File: config.mk
export PLATFORM = sky130hd
export DESIGN_NAME = ifu_fetch_ctrl
export DESIGN_NICKNAME = d
export VERILOG_FILES = /design/src/rtl/ifu_fetch_ctrl.sv
export SDC_FILE = /design/constraint.sdc
export NUM_CORES = 1
export LEC_CHECK = 0
export BUFFER_PORTS_ARGS = -buffer_cell sky130_fd_sc_hd__buf_2
export CORE_MARGIN = 1
export CORE_UTILIZATION = 45
export DETAILED_ROUTE_END_ITERATION = 16
export PLACE_DENSITY = 0.7
export SYNTH_ARGS = -nofsm -noshare
export SYNTH_HDL_FRONTEND = slang
export SYNTH_SLANG_ARGS = --single-unit
File: constraint.sdc
create_clock -name clk -period 7.23 [get_ports clk]
set_input_delay 1.0845 -clock clk [delete_from_list [all_inputs] [get_ports clk]]
set_output_delay 1.0845 -clock clk [all_outputs]
set_load 0.02 [all_outputs]
File: src/rtl/ifu_fetch_ctrl.sv
// Instruction-fetch controller: owns the fetch PC, drives the IM word index and queues {pc, instr} pairs for decode.
// Optional FETCH_PERF_EN adds fetch and decode-stall event counters.
module ifu_fetch_ctrl #(
    parameter logic [31:0] PC_RESET = 32'h0000_3000,
    parameter logic [31:0] IM_BASE  = 32'h0000_3000,
    parameter int          IM_WORDS = 4096,
    parameter int          QDEPTH   = 2
) (
    input  logic        clk,
    input  logic        reset,
    output logic [11:0] im_addr,
    input  logic [31:0] im_rdata,
    input  logic        redirect_valid,
    input  logic [31:0] redirect_pc,
    output logic        out_valid,
    input  logic        out_ready,
    output logic [31:0] out_instr,
    output logic [31:0] out_pc,
    output logic        fetch_fault
`ifdef FETCH_PERF_EN
    ,
    output logic [31:0] perf_fetch_cnt,
    output logic [31:0] perf_stall_cnt
`endif
);

    localparam int PW = $clog2(QDEPTH);
    localparam int CW = PW + 1;
    localparam logic [32:0] IM_LO = {1'b0, IM_BASE};
    localparam logic [32:0] IM_HI = IM_LO + 33'(IM_WORDS) * 33'd4;

    typedef enum logic {S_FETCH, S_HALT} state_t;

    state_t          state_q, state_d;
    logic [31:0]     fpc_q, fpc_d;
    logic [CW-1:0]   count_q, count_d;
    logic [PW-1:0]   wr_ptr_q, wr_ptr_d;
    logic [PW-1:0]   rd_ptr_q, rd_ptr_d;
    logic [31:0]     pc_mem    [QDEPTH];
    logic [31:0]     instr_mem [QDEPTH];

    logic        pc_ok, enq, deq;
    logic [31:0] offset;
    logic        unused_offset_bits;

    assign offset             = fpc_q - IM_BASE;
    assign unused_offset_bits = ^{offset[31:14], offset[1:0]};
    assign pc_ok   = (fpc_q[1:0] == 2'b00) && ({1'b0, fpc_q} >= IM_LO) && ({1'b0, fpc_q} < IM_HI);
    assign im_addr = pc_ok ? offset[13:2] : 12'd0;

    assign out_valid = (count_q != '0);
    assign out_pc    = out_valid ? pc_mem[rd_ptr_q]    : 32'd0;
    assign out_instr = out_valid ? instr_mem[rd_ptr_q] : 32'd0;

    assign deq = out_valid && out_ready;
    // A full queue may still accept a push when the head leaves in the same cycle.
    assign enq = (state_q == S_FETCH) && pc_ok && !redirect_valid &&
                 ((count_q < CW'(QDEPTH)) || deq);

    always_ff @(posedge clk or posedge reset) begin
        if (reset) begin
            state_q <= S_FETCH;
        end else begin
            state_q <= state_d;
        end
    end

    always_comb begin
        state_d = state_q;
        if (redirect_valid) begin
            state_d = S_FETCH;
        end else if (state_q == S_FETCH && !pc_ok) begin
            state_d = S_HALT;
        end
    end

    always_comb begin
        fetch_fault = (state_q == S_HALT);
    end

    always_comb begin
        fpc_d    = fpc_q;
        count_d  = count_q;
        wr_ptr_d = wr_ptr_q;
        rd_ptr_d = rd_ptr_q;
        if (redirect_valid) begin
            // Flush drops everything, including an entry being dequeued this cycle.
            fpc_d    = redirect_pc;
            count_d  = '0;
            wr_ptr_d = '0;
            rd_ptr_d = '0;
        end else begin
            if (enq) begin
                fpc_d    = fpc_q + 32'd4;
                wr_ptr_d = wr_ptr_q + PW'(1);
            end
            if (deq) begin
                rd_ptr_d = rd_ptr_q + PW'(1);
            end
            count_d = count_q + CW'(enq) - CW'(deq);
        end
    end

    always_ff @(posedge clk or posedge reset) begin
        if (reset) begin
            fpc_q    <= PC_RESET;
            count_q  <= '0;
            wr_ptr_q <= '0;
            rd_ptr_q <= '0;
        end else begin
            fpc_q    <= fpc_d;
            count_q  <= count_d;
            wr_ptr_q <= wr_ptr_d;
            rd_ptr_q <= rd_ptr_d;
        end
    end

    // Entry storage needs no reset: the head outputs are masked while empty.
    always_ff @(posedge clk) begin
        if (enq) begin
            pc_mem[wr_ptr_q]    <= fpc_q;
            instr_mem[wr_ptr_q] <= im_rdata;
        end
    end

`ifdef FETCH_PERF_EN
    logic [31:0] perf_fetch_q, perf_stall_q;

    always_ff @(posedge clk or posedge reset) begin
        if (reset) begin
            perf_fetch_q <= 32'd0;
            perf_stall_q <= 32'd0;
        end else begin
            if (enq) begin
                perf_fetch_q <= perf_fetch_q + 32'd1;
            end
            if (out_valid && !out_ready) begin
                perf_stall_q <= perf_stall_q + 32'd1;
            end
        end
    end

    assign perf_fetch_cnt = perf_fetch_q;
    assign perf_stall_cnt = perf_stall_q;
`else
    // Counters are not built in this configuration.
`endif

endmodule

==> results.cfg <==
[global_routing]
overflow = 0
grt_usage_pct = 19.46
grt_max_degree = 66
grt_pass1_wl_um = 23400
grt_pass1_vias = 4342
antenna_found_initial = 1

[outcome]
run_status = finished, final reports clean

[setup_path]
worstPathCellList = ha_1, xor2_1, and4_2, and3_1, buf_2
reg2reg_from = fpc_q[12]$_DFFE_PP1P_
crit_slowest_cell = dfstp_2
reg2reg_slack_ps = 4280
cp-start-kind = register
required_ps = 6150
max_stage_delay_ps = 600
cp-startpoint = fpc_q[12]$_DFFE_PP1P_
critPathArrivalTime_ps = 2370
worstPathMaxFanout = 13
critPathKind = register to output pin
worstSetupEndpointType = output pin

[floorplan]
dieArea_mm2 = 0.01603
die_w_um = 126.6
io_pins = 146
rows = 45
die_y_um = 126.6
core_mm2 = 0.01520
start_util_pct = 45.97

[yosys]
netlist_instances = 491
synthSimpleGateAreaFrac_pct = 12.55
synth_ff_type = edfxtp_1
yosysWarnings = 0
yosys.area_share.adder_pct = 0.8953
synth-compound-area-share_pct = 3.527
synthesis.area_mm2 = 0.006988
synth_cell_types = 47
syn-num-nets = 564
synth_seq_cells = 165
synthXorXnorAreaFrac_pct = 0.5013
synth-edff-count = 128
avgSynthCellArea_um2 = 14.23
synth_top_family_by_area = simple AND/OR/NAND/NOR gates
synthArstFlopShare_pct = 22.42
seq_area_frac_synth_pct = 68.29
synthMuxAreaShare_pct = 12.07

[drt]
drc = 0
num_vias = 4498
drtIter0Drc = 382
wl_um = 14990
avgRoutedWirePerCell_um = 17.99
drt.antenna.violating_nets = 0
viasPerCell = 5.400
drtPass1Iterations = 11

[layout]
layout-drive-gt1-share_pct = 32.76
fillers = 1265
fin_cells = 833
fin_nets = 706
area_growth_pct = 20.97
regArea_mm2 = 0.004776
multi_input_area_mm2 = 0.002082

[timing]
fin_setup_tns_ps = 0
final-hold-violation-count = 0
slew-limit-headroom_pct = 23.44
setup_viol = 0
finClkSkew_ps = 11.04
fin_crit_ps = 3457
slew_viol_final = 0
max_freq_mhz = 289.3
worst_pin_slew_ps = 1148
rsz0062_at_grt = no
post-route-period-util_pct = 47.81

[clock_tree]
ctsResizeCount = 0
clock_latency_ps = 420
cts.sinks = 165
cts_setup_buffers = 0
cts_tree = done
h-tree-depth = 4
cts.clk_slew.worst_paths_ps = 60
cts_buffers = 17
cts_buffer_depth = 2
cts_root_buffer = clkbuf_16
cts_hold_buffers = 0

[place]
place_congestion = 0.8247
dp_hpwl_um = 9584
dpl.cell_count = 802
io_buffers = 145

[power_and_ir_drop]
p_per_area_mw_per_mm2 = 239.4
peakVddDrop_mv = 0.1749
leakage_nw = 3.223

[worst_hold_path]
hold_path_class = register to register
min_from = fpc_q[23]$_DFFE_PP0P_

[job]
maxCapViolCount = 0
==> worst max-delay path, delay by kind of cell, from the launching register on <==
family	cells	cell delay, ps
and+or+nand+nor	2	650
adders and majority gates	1	210
buffers and inverters	1	160
DFF	1	600
xor gates and xnor gates	1	330
==> state kept, by name, indices dropped and copies added, names as in the netlist <==
| signal | cells |
|---|---|
| wr_ptr_q | 1 |
| fetch_fault | 1 |
| fpc_q | 32 |
| pc_mem | 64 |
| rd_ptr_q | 1 |
| count_q | 2 |
| instr_mem | 64 |
==> placed cells by master, fill, tap and decap left out, drive strengths merged, types with 2 or more instances in the layout <==
master	Yosys	final
buf	9	152
edfxtp	128	128
nor2	72	72
mux2i	64	64
dfrtp	35	35
clkbuf	20	19
mux2	18	18
nand4	17	17
nand3	16	16
o31ai	11	11
nor3	11	11
and3	10	10
inv	9	9
nor2b	8	8
nand2	8	8
nor4	8	8
clkinv	0	6
a21oi	5	5
a22oi	5	5
ha	5	5
and2	4	4
and4	4	4
clkinvlp	0	3
xor2	2	2
a41oi	2	2
a2bb2oi	2	2
xnor2	2	2
a31oi	2	2
o311ai	2	2
nor4b	2	2
bufinv	0	2
dfstp	2	2
==> final timing paths <==
check / to / depth (start not counted)
min reg2reg: pc_mem[0][23]$_DFFE_PP_ / 0
min in group asynchronous: fpc_q[2]$_DFFE_PP0P_ / 3
max in group asynchronous: rd_ptr_q$_DFFE_PP0P_ / 3
max reg2reg: instr_mem[1][28]$_DFFE_PP_ / 6
max: im_addr[3] / 5
min: pc_mem[0][23]$_DFFE_PP_ / 0
==> cells in the mapped netlist, types with 2 or more instances <==
cell	n	area, um2
o311ai_0	2	17.52
nor4_1	4	25.02
a31oi_1	2	12.51
nor4_2	2	25.02
mux2i_1	64	640.6
a41oi_1	2	17.52
xnor2_1	2	17.52
edfxtp_1	128	3844
a21oi_1	5	25.02
a2bb2oi_1	2	17.52
buf_1	3	11.26
a22oi_1	5	37.54
nor2_1	72	270.3
xor2_1	2	17.52
clkbuf_1	19	71.32
mux2_2	18	202.7
nand3_1	16	80.08
ha_1	5	62.56
nor4b_1	2	17.52
inv_1	9	33.78
o31ai_1	11	82.58
nor2b_1	8	50.05
and3_1	10	62.56
nor4_4	2	42.54
dfstp_2	2	52.55
and2_1	3	18.77
and4_1	2	17.52
nand4_1	15	93.84
nor3_1	10	50.05
nand2_1	7	26.28
buf_2	6	30.03
and4_2	2	20.02
dfrtp_1	35	875.8
==> metal layers <==
layer,vias to the layer above,GRT usage (%),routed length [um]
li1,2144,-,-
met1,2167,25.48,6542
met2,166,31.39,7282
met3,21,4.302,863
met4,0,8.363,300
met5,-,0,0
==> power by group <==
part	internal (mW)	switching, mW	total, mW
logic	0.0436	0.0543	0.0978
registers	1.05	0.0340	1.08
clock network	0.499	0.342	0.841
==> stage by stage <==
| step | hold slack [ps] | setup WS [ps] | cell area [um2] | power [mW] | util [%] |
|---|---|---|---|---|---|
| 2_1_floorplan | 440.2 | 251.0 | 6988 | 1.154 | - |
| 3_3_place_gp | 491.2 | 4279 | 7905 | 1.196 | 52.00 |
| 3_5_place_dp | 501.7 | 4231 | 7905 | 1.201 | 52.00 |
| 4_1_cts | 516.5 | 3764 | 8451 | 2.035 | 55.59 |
| 5_1_grt | 531.6 | 3618 | 8453 | 2.088 | 55.60 |
| 6_report | 515.3 | 3773 | 8453 | 2.024 | 55.60 |
==> cells by family (layout without fill, tap and decap cells) <==
| kind of cell | Yosys count | count (layout) |
|---|---|---|
| flip-flops | 165 | 165 |
| AND/OR/NAND/NOR | 163 | 163 |
| multiplexers | 82 | 82 |
| buffers and inverters | 38 | 191 |
| AO/OA/AOI/OAI | 34 | 34 |
| adder cells (fa/ha/maj) | 5 | 5 |
| XOR/XNOR | 4 | 4 |
| other | 0 | 1 |
==> cell type report <==
cell class	count	share of cell area, %
inverters	9	0.3996
well taps	188	2.783
diodes	1	0.02960
repair buffers	152	9.207
multi-input cells	288	24.63
clock inverters	11	1.332
clock buffers	19	5.121
flip-flops and latches	165	56.50
(Power assumes the default switching activity.)
